### src/rtl/picosoc_defs.sv
// Shared definitions for the PicoSoC bus fabric.
// FSM encodings, error codes and the default memory map.
package picosoc_defs;

  typedef enum logic [1:0] {
    ST_IDLE   = 2'd0,
    ST_ACCESS = 2'd1,
    ST_RESP   = 2'd2
  } state_t;

  localparam logic [1:0] ERR_NONE     = 2'd0;
  localparam logic [1:0] ERR_UNMAPPED = 2'd1;
  localparam logic [1:0] ERR_TIMEOUT  = 2'd2;
  localparam logic [1:0] ERR_OVERFLOW = 2'd3;

  localparam int DEF_NSLAVES = 4;

  // slave 3..0: iomem, uart, spimemio, ram
  localparam logic [127:0] DEF_SLV_BASE = {
    32'h0300_0000, 32'h0200_0000,
    32'h0100_0000, 32'h0000_0000
  };
  localparam logic [127:0] DEF_SLV_MASK = {
    32'hFF00_0000, 32'hFFFF_FF00,
    32'hFF00_0000, 32'hFF00_0000
  };

  // width of a slave index; never zero
  function automatic int idx_w(input int n);
    return (n > 1) ? $clog2(n) : 1;
  endfunction

endpackage

### src/rtl/picosoc_bus_fabric_if.sv
// CPU native port plus the shared slave bus.
// slave: fabric view; master: cpu and slaves view.
interface picosoc_bus_fabric_if #(
  parameter int NSLAVES = 4
);
  logic                   mem_valid;
  logic                   mem_ready;
  logic [31:0]            mem_addr;
  logic [31:0]            mem_wdata;
  logic [3:0]             mem_wstrb;
  logic [31:0]            mem_rdata;
  logic [NSLAVES-1:0]     s_valid;
  logic [NSLAVES-1:0]     s_ready;
  logic [31:0]            s_addr;
  logic [31:0]            s_wdata;
  logic [3:0]             s_wstrb;
  logic [32*NSLAVES-1:0]  s_rdata;

  modport slave (
    input  mem_valid, mem_addr,
    input  mem_wdata, mem_wstrb,
    output mem_ready, mem_rdata,
    output s_valid, s_addr,
    output s_wdata, s_wstrb,
    input  s_ready, s_rdata
  );

  modport master (
    output mem_valid, mem_addr,
    output mem_wdata, mem_wstrb,
    input  mem_ready, mem_rdata,
    input  s_valid, s_addr,
    input  s_wdata, s_wstrb,
    output s_ready, s_rdata
  );
endinterface

### src/rtl/picosoc_addr_decode.sv
// Priority address decoder over base/mask windows.
// Lowest matching slave index wins.
module picosoc_addr_decode
  import picosoc_defs::*;
#(
  parameter int NSLAVES = 4,
  parameter logic [32*NSLAVES-1:0] SLV_BASE =
    DEF_SLV_BASE,
  parameter logic [32*NSLAVES-1:0] SLV_MASK =
    DEF_SLV_MASK,
  localparam int IW = idx_w(NSLAVES)
) (
  input  logic [31:0]   addr,
  output logic          hit,
  output logic [IW-1:0] idx
);

  // scan high to low so the lowest hit lands last
  always_comb begin
    hit = 1'b0;
    idx = '0;
    for (int i = NSLAVES - 1; i >= 0; i--) begin
      if ((addr & SLV_MASK[32*i +: 32]) ==
          SLV_BASE[32*i +: 32]) begin
        hit = 1'b1;
        idx = IW'(i);
      end
    end
  end

endmodule

### src/rtl/picosoc_bus_fabric.sv
// PicoRV32 memory port to NSLAVES slave fabric.
// Registered request/response, timeout, error status.
module picosoc_bus_fabric
  import picosoc_defs::*;
#(
  parameter int NSLAVES = 4,
  parameter logic [32*NSLAVES-1:0] SLV_BASE =
    DEF_SLV_BASE,
  parameter logic [32*NSLAVES-1:0] SLV_MASK =
    DEF_SLV_MASK,
  parameter int TIMEOUT = 255,
  parameter logic [31:0] ERR_RDATA = 32'hFFFF_FFFF
) (
  input  logic        clk,
  input  logic        reset,
  picosoc_bus_fabric_if.slave bus,
  output logic        err_irq,
  output logic [1:0]  err_code,
  output logic [31:0] err_addr,
  input  logic        err_clr
);

  localparam int IW = idx_w(NSLAVES);
  localparam logic [15:0] TO_LAST = 16'(TIMEOUT - 1);
  localparam logic [NSLAVES-1:0] ONE = 1;

  state_t        state;
  logic [IW-1:0] sel;
  logic [15:0]   cnt;
  logic          dec_hit;
  logic [IW-1:0] dec_idx;
  logic          sel_ready;
  logic [31:0]   sel_rdata;
  logic          err_new;
  logic [1:0]    err_kind;
  logic [31:0]   err_at;

  picosoc_addr_decode #(
    .NSLAVES (NSLAVES),
    .SLV_BASE(SLV_BASE),
    .SLV_MASK(SLV_MASK)
  ) u_dec (
    .addr(bus.mem_addr),
    .hit (dec_hit),
    .idx (dec_idx)
  );

  assign sel_ready = bus.s_ready[sel];
  assign sel_rdata = bus.s_rdata[{sel, 5'd0} +: 32];

  // error detected on the edge that enters RESP
  always_comb begin
    err_new  = 1'b0;
    err_kind = ERR_NONE;
    err_at   = bus.mem_addr;
    if (state == ST_IDLE && bus.mem_valid &&
        !dec_hit) begin
      err_new  = 1'b1;
      err_kind = ERR_UNMAPPED;
    end else if (state == ST_ACCESS &&
                 !sel_ready && cnt == TO_LAST) begin
      err_new  = 1'b1;
      err_kind = ERR_TIMEOUT;
      err_at   = bus.s_addr;
    end
  end

  // request/response FSM with registered bus outputs
  always_ff @(posedge clk or posedge reset) begin
    if (reset) begin
      state         <= ST_IDLE;
      sel           <= '0;
      cnt           <= '0;
      bus.mem_ready <= 1'b0;
      bus.mem_rdata <= '0;
      bus.s_valid   <= '0;
      bus.s_addr    <= '0;
      bus.s_wdata   <= '0;
      bus.s_wstrb   <= '0;
    end else begin
      bus.mem_ready <= 1'b0;
      unique case (state)
        ST_IDLE: begin
          if (bus.mem_valid && dec_hit) begin
            bus.s_addr  <= bus.mem_addr;
            bus.s_wdata <= bus.mem_wdata;
            bus.s_wstrb <= bus.mem_wstrb;
            bus.s_valid <= ONE << dec_idx;
            sel         <= dec_idx;
            cnt         <= '0;
            state       <= ST_ACCESS;
          end else if (bus.mem_valid) begin
            bus.mem_rdata <= ERR_RDATA;
            bus.mem_ready <= 1'b1;
            state         <= ST_RESP;
          end
        end
        ST_ACCESS: begin
          if (sel_ready) begin
            bus.mem_rdata <= sel_rdata;
            bus.s_valid   <= '0;
            bus.mem_ready <= 1'b1;
            state         <= ST_RESP;
          end else if (cnt == TO_LAST) begin
            bus.mem_rdata <= ERR_RDATA;
            bus.s_valid   <= '0;
            bus.mem_ready <= 1'b1;
            state         <= ST_RESP;
          end else begin
            cnt <= cnt + 16'd1;
          end
        end
        ST_RESP: state <= ST_IDLE;
        default: state <= ST_IDLE;
      endcase
    end
  end

  // sticky status; a new error beats a same-cycle clear
  always_ff @(posedge clk or posedge reset) begin
    if (reset) begin
      err_irq  <= 1'b0;
      err_code <= ERR_NONE;
      err_addr <= '0;
    end else begin
      err_irq <= err_new;
      if (err_new) begin
        if (err_clr || err_code == ERR_NONE) begin
          err_code <= err_kind;
          err_addr <= err_at;
        end else begin
          err_code <= ERR_OVERFLOW;
        end
      end else if (err_clr) begin
        err_code <= ERR_NONE;
        err_addr <= '0;
      end
    end
  end

endmodule

### src/flat_wrapper.sv
// flat-port wrapper written by rule: the top's interface ports become plain ports
module picosoc_bus_fabric_flat import picosoc_defs::*;
#(
  parameter int NSLAVES = 4,
  parameter logic [32*NSLAVES-1:0] SLV_BASE =
    DEF_SLV_BASE,
  parameter logic [32*NSLAVES-1:0] SLV_MASK =
    DEF_SLV_MASK,
  parameter int TIMEOUT = 255,
  parameter logic [31:0] ERR_RDATA = 32'hFFFF_FFFF
)
  (clk, reset, err_irq, err_code, err_addr, err_clr, bus_mem_valid, bus_mem_addr, bus_mem_wdata, bus_mem_wstrb, bus_mem_ready, bus_mem_rdata, bus_s_valid, bus_s_addr, bus_s_wdata, bus_s_wstrb, bus_s_ready, bus_s_rdata);
  picosoc_bus_fabric_if #(.NSLAVES(NSLAVES)) bus_i ();
  input  logic clk;
  input  logic reset;
  output logic err_irq;
  output logic [1:0] err_code;
  output logic [31:0] err_addr;
  input  logic err_clr;
  input wire logic [$bits(bus_i.mem_valid)-1:0] bus_mem_valid;
  input wire logic [$bits(bus_i.mem_addr)-1:0] bus_mem_addr;
  input wire logic [$bits(bus_i.mem_wdata)-1:0] bus_mem_wdata;
  input wire logic [$bits(bus_i.mem_wstrb)-1:0] bus_mem_wstrb;
  output wire logic [$bits(bus_i.mem_ready)-1:0] bus_mem_ready;
  output wire logic [$bits(bus_i.mem_rdata)-1:0] bus_mem_rdata;
  output wire logic [$bits(bus_i.s_valid)-1:0] bus_s_valid;
  output wire logic [$bits(bus_i.s_addr)-1:0] bus_s_addr;
  output wire logic [$bits(bus_i.s_wdata)-1:0] bus_s_wdata;
  output wire logic [$bits(bus_i.s_wstrb)-1:0] bus_s_wstrb;
  input wire logic [$bits(bus_i.s_ready)-1:0] bus_s_ready;
  input wire logic [$bits(bus_i.s_rdata)-1:0] bus_s_rdata;
  assign bus_i.mem_valid = bus_mem_valid;
  assign bus_i.mem_addr = bus_mem_addr;
  assign bus_i.mem_wdata = bus_mem_wdata;
  assign bus_i.mem_wstrb = bus_mem_wstrb;
  assign bus_mem_ready = bus_i.mem_ready;
  assign bus_mem_rdata = bus_i.mem_rdata;
  assign bus_s_valid = bus_i.s_valid;
  assign bus_s_addr = bus_i.s_addr;
  assign bus_s_wdata = bus_i.s_wdata;
  assign bus_s_wstrb = bus_i.s_wstrb;
  assign bus_i.s_ready = bus_s_ready;
  assign bus_i.s_rdata = bus_s_rdata;
  picosoc_bus_fabric #(.NSLAVES(NSLAVES), .SLV_BASE(SLV_BASE), .SLV_MASK(SLV_MASK), .TIMEOUT(TIMEOUT), .ERR_RDATA(ERR_RDATA)) u_core (.clk(clk), .reset(reset), .bus(bus_i), .err_irq(err_irq), .err_code(err_code), .err_addr(err_addr), .err_clr(err_clr));
endmodule
### config.mk
export PLATFORM = sky130hd
export DESIGN_NAME = picosoc_bus_fabric_flat
export DESIGN_NICKNAME = d
export VERILOG_FILES = /design/src/rtl/picosoc_defs.sv /design/src/rtl/picosoc_bus_fabric_if.sv /design/src/rtl/picosoc_addr_decode.sv /design/src/rtl/picosoc_bus_fabric.sv /design/src/flat_wrapper.sv
export SDC_FILE = /design/constraint.sdc
export NUM_CORES = 1
export LEC_CHECK = 0
export BUFFER_PORTS_ARGS = -buffer_cell sky130_fd_sc_hd__buf_4
export CAP_MARGIN = 0
export CORE_MARGIN = 2
export CORE_UTILIZATION = 28
export DETAILED_ROUTE_END_ITERATION = 10
export PLACE_DENSITY_LB_ADDON = 0.1
export SYNTH_ARGS = -nofsm -noshare
export SYNTH_HDL_FRONTEND = slang
export SYNTH_SLANG_ARGS = --single-unit
### constraint.sdc
create_clock -name clk -period 5.8 [get_ports clk]
set_clock_uncertainty 0.05 [all_clocks]
set_input_delay 0.58 -clock clk [delete_from_list [all_inputs] [get_ports clk]]
set_output_delay 0.58 -clock clk [all_outputs]
set_load 0.03 [all_outputs]
==> qor.tcl, run 1 <==
set qor(rsz0062_at_grt) {no}
set qor(timing.slew.headroom_pct) 23.01
set qor(routed_wire_length_per_instance_um) 19.28
set qor(final_max_slew_viol_count) 0
set qor(post_cts_clock_slew_at_the_launch_and_capture_registers_of_the_worst_setup_and_hold_paths_ns) 0.07
set qor(grt-busiest-layer) {met2}
set qor(synth.net_count) 945
set qor(utilization_pct) 41.01
set qor(number_of_enable_type_register_cells_in_the_synthesized_netlist) 0
set qor(met3_usage_pct) 6.149
set qor(synth_warnings) 0
set qor(cell_with_the_largest_stage_delay_on_the_worst_path) {a211o_2}
set qor(viasPerCell) 4.977
set qor(worstPathCellList) {buf_4 -> nor4_1 -> a41o_1 -> nand2_1 -> a211o_2 -> a31oi_1}
set qor(totalPowerFinal_mw) 3.079
set qor(timing.rr.end) {u_core.err_addr[30]}
set qor(port_buffers) 343
set qor(nNetsFinal) 1260
set qor(initial_antenna_violation_count) 0
set qor(insertion_delay_ns) 0.42
set qor(root_buffer) {clkbuf_16}
set qor(groute.layer.met2.usage_pct) 31.93
set qor(period_needed_ns) 3.026
set qor(cts.hold.buffers_added) 0
set qor(fp.dieArea_mm2) 0.02858
set qor(vdd_drop_max_mv) 0.2091
set qor(number_of_global_route_vias_before_repair) 7171
set qor(die_h_um) 169.0
set qor(vias) 7008
set qor(yosys.cell_types.count) 52
set qor(core_area_mm2) 0.02688
set qor(hold_violations) 0
set qor(clock-sinks) 160
set qor(max-clock-path-buffers) 2
set qor(route.antenna.remaining_nets) 0
set qor(synth_cells) 739
set qor(syn_avg_cell_area_um2) 10.32
set qor(worst_ep_required_ns) 6.09
set qor(setup_total_negative_slack_ns) 0
set qor(detailedRoute.firstPassIterationCount) 4
set qor(grt_pass1_wl_um) 41610
set qor(dpl_cell_area_mm2) 0.01046
set qor(worst_path_dominant_cell_family) {compound AO/OA/AOI/OAI gates}
set qor(sort_of_element_at_the_end_of_the_critical_path) {flip-flop}
set qor(r2r_start) {u_core.cnt[0]}
set qor(crit_arrival_ns) 3.32
set qor(worst_setup_path_start_kind) {primary input}
set qor(worst_pin_slew_ns) 1.152
set qor(cts.repair_timing.setup_buffer_count) 0
set qor(outcome) {completed}
set qor(path_buf_inv) 1
set qor(floorplan.io_pins) 344
set qor(diodes) 0
set qor(final_common_cell) {buf_4}
set qor(syn-cell-area_mm2) 0.007627
set qor(post_cts.resized_instances) 0
set qor(initial_utilization_pct) 28.38
set qor(drive_gt1_share_pct) 40.67
set qor(grt.total_usage_pct) 18.75
set qor(drt_iter0_drc) 345
set qor(routabilityCongestion) 0.8381
set qor(htreeDepth) 4
set qor(drv_cap) 0
set qor(asyncSetResetFlopFracSynth_pct) 100.0
set qor(crit_path_max_incr_delay_ns) 0.79
set qor(reg2regPathDepth) 8
set qor(worstHoldPathType) {in -> async}
set qor(rrSetupSlack_ns) 2.78
set qor(grt_start_max_net_pins) 76
set qor(power-per-cell-area_mw_per_mm2) 279.3
set qor(global_route.overflow_total) 0
set qor(cts-buffers-inserted) 17
set qor(maximum_operating_frequency_mhz) 330.4
set qor(layout_common_cells) {buf_4, nand2_1, dfrtp_1}
set qor(timing.final.crit_share_pct) 52.18
set qor(drcViolationCount) 0
set qor(worstSetupPathType) {in -> reg}
set qor(dpl.hpwl_um) 19350
set qor(finalInstanceArea_mm2) 0.01102
set qor(clock_tree_from_tritoncts) {built}
set qor(synthFlopType) {dfrtp_1}
set qor(global_route.usage.met1_pct) 22.92
set qor(postRouteWirelength_um) 27150
set qor(final.fill_count) 2710
set qor(synth_sequential_area_ratio_pct) 52.49
set qor(placement_rows) 60
set qor(pleak_nw) 5.199
set qor(number_of_setup_violations_in_the_final_report) 0
set qor(synth.ff_latch_count) 160
set qor(critical_path.max_fanout) 31
set qor(area_delta_synth_final_pct) 44.50
set qor(die_w_um) 169.0
-- state kept, by name (all words and copies together), names as in the netlist, 2 cells and up --
register / count
u_core.bus.mem_rdata: 32
u_core.bus.s_addr: 32
u_core.bus.s_wdata: 32
u_core.err_addr: 32
u_core.cnt: 16
u_core.bus.s_valid: 4
u_core.bus.s_wstrb: 4
u_core.err_code: 2
u_core.sel: 2
u_core.state: 2
-- how the worst max path moves through the flow --
stage	slack, ns	end	depth (start not counted)	from
after global placement	2.41	u_core.err_addr[10]	6	bus_mem_addr[19]
after global routing	2.60	u_core.err_addr[24]	7	u_core.cnt[0]
after detailed placement	2.35	u_core.err_addr[10]	6	bus_mem_addr[19]
final	2.77	u_core.err_addr[10]	6	bus_mem_addr[8]
after CTS	2.77	u_core.err_addr[26]	8	u_core.cnt[0]
after floorplan	0.85	u_core.bus.mem_rdata[0]	1	reset
-- synth_stat cells, types with 3 or more instances --
cell / n / share of area, %
a21o_1: 5 / 0.49
a21oi_1: 34 / 2.2
a22o_1: 7 / 0.80
a31oi_1: 34 / 2.8
and2_1: 8 / 0.66
and3_1: 3 / 0.25
buf_2: 12 / 0.79
buf_4: 9 / 0.89
buf_6: 5 / 0.74
clkbuf_1: 30 / 1.5
dfrtp_1: 160 / 52
inv_1: 6 / 0.30
mux4_2: 33 / 9.7
nand2_1: 208 / 10
nand2b_1: 3 / 0.25
nand3_1: 33 / 2.2
nand4_1: 5 / 0.41
nor2_1: 8 / 0.39
nor3_1: 41 / 2.7
nor4_1: 8 / 0.66
o21ai_0: 13 / 0.85
o22a_1: 33 / 3.8
o22ai_1: 5 / 0.41
or3_1: 3 / 0.25
-- power by group --
part           total, mW  switching, mW  internal, mW
clock network       1.09          0.516         0.578
registers           1.27         0.0637          1.20
logic              0.717          0.405         0.312
-- metal layers --
metal | vias up | part of all wire (%)
li1 | 3289 | -
met1 | 3423 | 41
met2 | 275 | 48
met3 | 21 | 8.6
met4 | 0 | 1.7
met5 | - | 0
-- stage by stage --
step / setup slack (ns) / instances / hold WS [ns]
after floorplan: 0.8501 / 739 / 0.4023
after global placement: 2.414 / 1376 / 0.4106
after detailed placement: 2.354 / 1376 / 0.4160
after CTS: 2.774 / 1408 / 0.1160
after global routing: 2.600 / 1408 / 0.1229
final: 2.774 / 1408 / 0.1153
-- final cells by class --
| class | instances | area [um^2] | share of cell area, % |
|---|---|---|---|
| flip-flops and latches | 160 | 4005 | 36.34 |
| multi-input cells | 515 | 3339 | 30.30 |
| repair buffers | 354 | 2658 | 24.11 |
| clock buffers | 19 | 442.9 | 4.019 |
| well taps | 341 | 426.7 | 3.871 |
| clock inverters | 13 | 122.6 | 1.113 |
| inverters | 6 | 27.53 | 0.2497 |
-- logic make-up after synthesis --
logic type / count (synthesis) / synth area share [%]
AO/OA/AOI/OAI: 142 / 12.60
buffers and inverters: 64 / 4.298
AND/OR/NAND/NOR: 332 / 19.52
XOR/XNOR: 1 / 0.1149
multiplexers: 38 / 10.65
flip-flops: 160 / 52.49
adder cells (fa/ha/maj): 2 / 0.3280
No activity file was read; power rests on OpenSTA's default activity.
==> inputs of run 2 (changes only) <==
clock period = 2.5 ns   (was 5.8 ns; I/O delays follow)
==> qor.tcl, run 2 (synthesis gave the netlist of run 1 again) <==
set qor(outcome) {completed}
set qor(vdd_drop_max_mv) 0.3599
set qor(cts.repair_timing.setup_buffer_count) 0
set qor(die_h_um) 169.0
set qor(p_clk_share_pct) 35.8
set qor(detailedRoute.firstPassIterationCount) 5
set qor(grt.total_usage_pct) 19.45
set qor(pleak_nw) 5.673
set qor(drt_iter0_drc) 473
set qor(routed_wire_length_per_instance_um) 18.63
set qor(area.sequential_mm2) 0.004005
set qor(sequential_share_of_power_pct) 39.9
set qor(number_of_setup_violations_in_the_final_report) 0
set qor(final_max_slew_viol_count) 0
set qor(internal-power_mw) 4.999
set qor(routabilityCongestion) 0.7400
set qor(combinationalPowerShare_pct) 24.4
set qor(total_switching_power_mw) 2.386
set qor(dpl_cell_area_mm2) 0.01084
set qor(rsz0062_at_grt) {yes}
set qor(worst_pin_slew_ns) 0.7100
set qor(worstSetupPathType) {reg -> reg}
set qor(grt_start_max_net_pins) 41
set qor(power-per-cell-area_mw_per_mm2) 611.9
set qor(worst_setup_path_start_kind) {flip-flop}
set qor(timing.slew.headroom_pct) 52.57
set qor(sort_of_element_at_the_end_of_the_critical_path) {flip-flop}
set qor(core_area_mm2) 0.02688
set qor(worstHoldStart) {bus_mem_addr[29]}
set qor(post-place-cells) 1406
set qor(post_cts_clock_slew_at_the_launch_and_capture_registers_of_the_worst_setup_and_hold_paths_ns) 0.07
set qor(min_delay_path_depth) 3
set qor(insertion_delay_ns) 0.43
set qor(reg2regPathDepth) 6
set qor(critical_path.max_fanout) 7
set qor(maximum_operating_frequency_mhz) 413.3
set qor(final.fill_count) 2585
set qor(clock_tree_from_tritoncts) {built}
set qor(rrSetupSlack_ns) 0.08
set qor(drv_cap) 0
set qor(final_common_cell) {buf_4}
set qor(r2r_start) {u_core.cnt[1]}
set qor(drcViolationCount) 0
set qor(dpl.hpwl_um) 20050
set qor(root_buffer) {clkbuf_16}
set qor(postRouteWirelength_um) 27950
set qor(crit_arrival_ns) 2.72
set qor(initial_antenna_violation_count) 0
set qor(floorplan.io_pins) 344
set qor(max-clock-path-buffers) 2
set qor(cts-buffers-inserted) 17
set qor(die_w_um) 169.0
set qor(worst_ep_required_ns) 2.80
set qor(initial_utilization_pct) 28.38
set qor(hold_violations) 0
set qor(area_delta_synth_final_pct) 58.24
set qor(viasPerCell) 4.886
set qor(global_route.overflow_total) 0
set qor(netSwitchingFraction_pct) 32.31
set qor(grt_pass1_wl_um) 43460
set qor(timing.final.crit_share_pct) 96.77
set qor(worstHoldPathType) {in -> reg}
set qor(placement_rows) 60
set qor(utilization_pct) 44.91
set qor(timing.rr.end) {u_core.cnt[2]}
set qor(port_buffers) 343
set qor(clock-sinks) 160
set qor(fp.dieArea_mm2) 0.02858
set qor(diodes) 0
set qor(drive_gt1_share_pct) 40.29
set qor(period_needed_ns) 2.419
set qor(number_of_global_route_vias_before_repair) 7626
set qor(min_to) {u_core.err_addr[29]}
set qor(htreeDepth) 4
set qor(layout_common_cells) {buf_4, nand2_1, dfrtp_1}
set qor(startpoint) {u_core.cnt[1]}
set qor(route.antenna.remaining_nets) 0
set qor(finalInstanceArea_mm2) 0.01207
set qor(fin_cells) 1500
set qor(multi_input_area_mm2) 0.003347
set qor(vias) 7329
set qor(nNetsFinal) 1352
set qor(setup_total_negative_slack_ns) 0
run 2: critical path: stages (launching register included):
cell	delay, ns
dfrtp_1	0.41
ha_1	0.17
or4b_4	0.49
nor4_4	0.40
or3_1	0.36
mux2_4	0.35
mux2i_4	0.12
run 2: cell type report:
cell class                      count  area share (%)
Sequential cell                   160           33.18
Tap cell                          341           3.535
Clock inverter                     14           1.317
Clock buffer                       18           3.639
Multi-Input combinational cell    515           27.73
Inverter                            6          0.2177
Timing Repair Buffer              446           30.38
run 2: what timing repair did:
item	CTS	global route
hold endpoints to repair	77	0
gates resized for setup	0	3
endpoints found under the setup margin	0	36
hold buffers	62	0
run 2: how the worst max path moves through the flow:
stage / endpoint / cells past startpoint
2_1_floorplan: u_core.bus.mem_rdata[0] / 1
3_3_place_gp: u_core.cnt[7] / 5
3_5_place_dp: u_core.cnt[7] / 5
4_1_cts: u_core.cnt[2] / 10
5_1_grt: u_core.bus.mem_rdata[5] / 8
6_report: u_core.cnt[2] / 6
run 2: through the flow:
| step | total power, mW | hold slack [ns] | worst slack (ns) |
|---|---|---|---|
| after floorplan | 3.896 | 0.2977 | 0.1712 |
| after global placement | 4.728 | 0.3580 | 0.1393 |
| after detailed placement | 4.732 | 0.3688 | 0.1217 |
| after CTS | 7.486 | 0.02866 | 0.08972 |
| after global routing | 7.730 | 0.03230 | 0.0005955 |
| final | 7.385 | 0.04375 | 0.08070 |
run 2: power groups by stage:
stage                     registers [mW]  logic [mW]  clock network, mW
final                               2.95        1.80               2.64
after global routing                2.97        1.93               2.83
after CTS                           2.95        1.82               2.72
after detailed placement            2.99        1.74                  0
after global placement              3.00        1.73                  0
after floorplan                     3.34       0.559                  0
run 2: layer usage:
layer,track usage [%],vias to the layer above,wire (um)
li1,-,3470,-
met1,23.72,3532,11500
met2,33.84,289,13750
met3,4.910,38,2106
met4,6.094,0,594
met5,0,-,0
==> inputs of run 3 (changes only) <==
RECOVER_POWER = 25   (was default)
clock period = 3.1 ns   (was 2.5 ns; I/O delays follow)
==> qor.tcl, run 3 (synthesis gave the netlist of run 1 again) <==
set qor(core_area_mm2) 0.02688
set qor(min_to) {u_core.bus.s_wdata[7]}
set qor(cell_with_the_largest_stage_delay_on_the_worst_path) {or4b_4}
set qor(timing.rr.end) {u_core.bus.mem_rdata[0]}
set qor(diodes) 0
set qor(worstHoldStart) {bus_mem_wdata[7]}
set qor(drcViolationCount) 0
set qor(setup_total_negative_slack_ns) 0
set qor(route.antenna.remaining_nets) 0
set qor(totalPowerFinal_mw) 5.779
set qor(floorplan.io_pins) 344
set qor(fp.dieArea_mm2) 0.02858
set qor(rsz0062_at_grt) {no}
set qor(dpl_cell_area_mm2) 0.01057
set qor(clock_tree_from_tritoncts) {built}
set qor(worst_path_dominant_cell_family) {simple AND/OR/NAND/NOR gates}
set qor(period_needed_ns) 2.457
set qor(viasPerCell) 4.934
set qor(global_route.overflow_total) 0
set qor(routed_wire_length_per_instance_um) 19.02
set qor(drt_iter0_drc) 465
set qor(dpl.hpwl_um) 19480
set qor(drive_gt1_share_pct) 33.55
set qor(sort_of_element_at_the_end_of_the_critical_path) {flip-flop}
set qor(reg2regPathDepth) 8
set qor(port_buffers) 343
set qor(nNetsFinal) 1275
set qor(detailedRoute.firstPassIterationCount) 4
set qor(multi_input_area_mm2) 0.003332
set qor(grt_pass1_wl_um) 42050
set qor(root_buffer) {clkbuf_16}
set qor(postRouteWirelength_um) 27060
set qor(final_max_slew_viol_count) 0
set qor(clock-sinks) 160
set qor(initial_utilization_pct) 28.38
set qor(placement_rows) 60
set qor(worst_ep_required_ns) 3.42
set qor(cts-buffers-inserted) 17
set qor(worstPathCellList) {inv_1 -> ha_1 -> or4b_4 -> nor4_4 -> o21ai_0 -> nand2_2 -> buf_4 -> o22a_1}
set qor(rrSetupSlack_ns) 0.64
set qor(post_cts.resized_instances) 0
set qor(vdd_drop_max_mv) 0.3041
set qor(die_w_um) 169.0
set qor(routabilityCongestion) 0.7608
set qor(worstSetupPathType) {reg -> reg}
set qor(area_delta_synth_final_pct) 42.85
set qor(critical_path.max_fanout) 33
set qor(htreeDepth) 4
set qor(min_delay_path_depth) 3
set qor(final_common_cell) {buf_4}
set qor(final.fill_count) 2799
set qor(vias) 7021
set qor(utilization_pct) 40.54
set qor(outcome) {completed}
set qor(maximum_operating_frequency_mhz) 407.1
set qor(power-per-cell-area_mw_per_mm2) 530.4
set qor(area.sequential_mm2) 0.004005
set qor(worst_pin_slew_ns) 1.321
set qor(drv_cap) 0
set qor(path_buf_inv) 2
set qor(r2r_start) {u_core.cnt[0]}
set qor(grt_start_max_net_pins) 62
set qor(finalInstanceArea_mm2) 0.01090
set qor(grt.total_usage_pct) 18.95
set qor(worst_setup_path_start_kind) {flip-flop}
set qor(timing.slew.headroom_pct) 11.43
set qor(insertion_delay_ns) 0.42
set qor(timing.final.crit_share_pct) 79.24
set qor(layout_common_cells) {buf_4, nand2_1, dfrtp_1}
set qor(number_of_setup_violations_in_the_final_report) 0
set qor(initial_antenna_violation_count) 0
set qor(hold_violations) 0
set qor(pleak_nw) 4.994
set qor(post_cts_clock_slew_at_the_launch_and_capture_registers_of_the_worst_setup_and_hold_paths_ns) 0.07
set qor(number_of_global_route_vias_before_repair) 7117
set qor(crit_path_max_incr_delay_ns) 0.48
set qor(crit_arrival_ns) 2.77
set qor(worstHoldPathType) {in -> reg}
set qor(max-clock-path-buffers) 2
set qor(die_h_um) 169.0
## run 3: how the worst max path moves through the flow
stage	startpoint	endpoint	depth (start not counted)
after global routing	u_core.cnt[0]	u_core.bus.mem_rdata[0]	8
after CTS	u_core.cnt[0]	u_core.bus.mem_rdata[0]	8
after global placement	bus_mem_addr[16]	u_core.cnt[11]	7
after floorplan	reset	u_core.bus.mem_rdata[0]	1
after detailed placement	bus_mem_addr[16]	u_core.cnt[5]	7
final	u_core.cnt[0]	u_core.bus.mem_rdata[0]	8
## run 3: report_power, final
part           switching [mW]  internal [mW]
Combinational           0.752          0.527
Sequential              0.118           2.25
Clock                   0.886           1.24
## run 3: metrics by stage
stage / std cells / hold WS, ns / setup slack, ns
final: 1423 / 0.02145 / 0.6435
after floorplan: 739 / 0.3577 / 0.7112
after detailed placement: 1387 / 0.3997 / 0.4909
after CTS: 1423 / 0.0005910 / 0.6253
after global placement: 1387 / 0.4003 / 0.5003
after global routing: 1423 / 0.008254 / 0.4386
## run 3: layout make-up
| class | instances | area share, % |
|---|---|---|
| Timing Repair Buffer | 369 | 23.11 |
| Clock buffer | 22 | 4.260 |
| Sequential cell | 160 | 36.76 |
| Tap cell | 341 | 3.916 |
| Multi-Input combinational cell | 515 | 30.58 |
| Clock inverter | 10 | 1.160 |
| Inverter | 6 | 0.2182 |
## run 3: layer usage
layer,vias to the layer above,part of all wire [%],GRT usage [%]
met5,-,0,0
met4,0,1.8,5.686
met3,21,7.9,5.307
met2,268,49,32.07
met1,3423,41,23.63
li1,3309,-,-
## run 3: what timing repair did
| item | CTS | global route |
|---|---|---|
| hold buffers | 4 | 0 |
| buffers inserted | 0 | 0 |
| hold endpoints to repair | 26 | 0 |
## run 3: worst reg2reg max path: stages (launching register included)
cell and delay (ns):
dfrtp_1 0.42, inv_1 0.08, ha_1 0.13, or4b_4 0.48
nor4_4 0.33, o21ai_0 0.23, nand2_2 0.11, buf_4 0.35
o22a_1 0.23
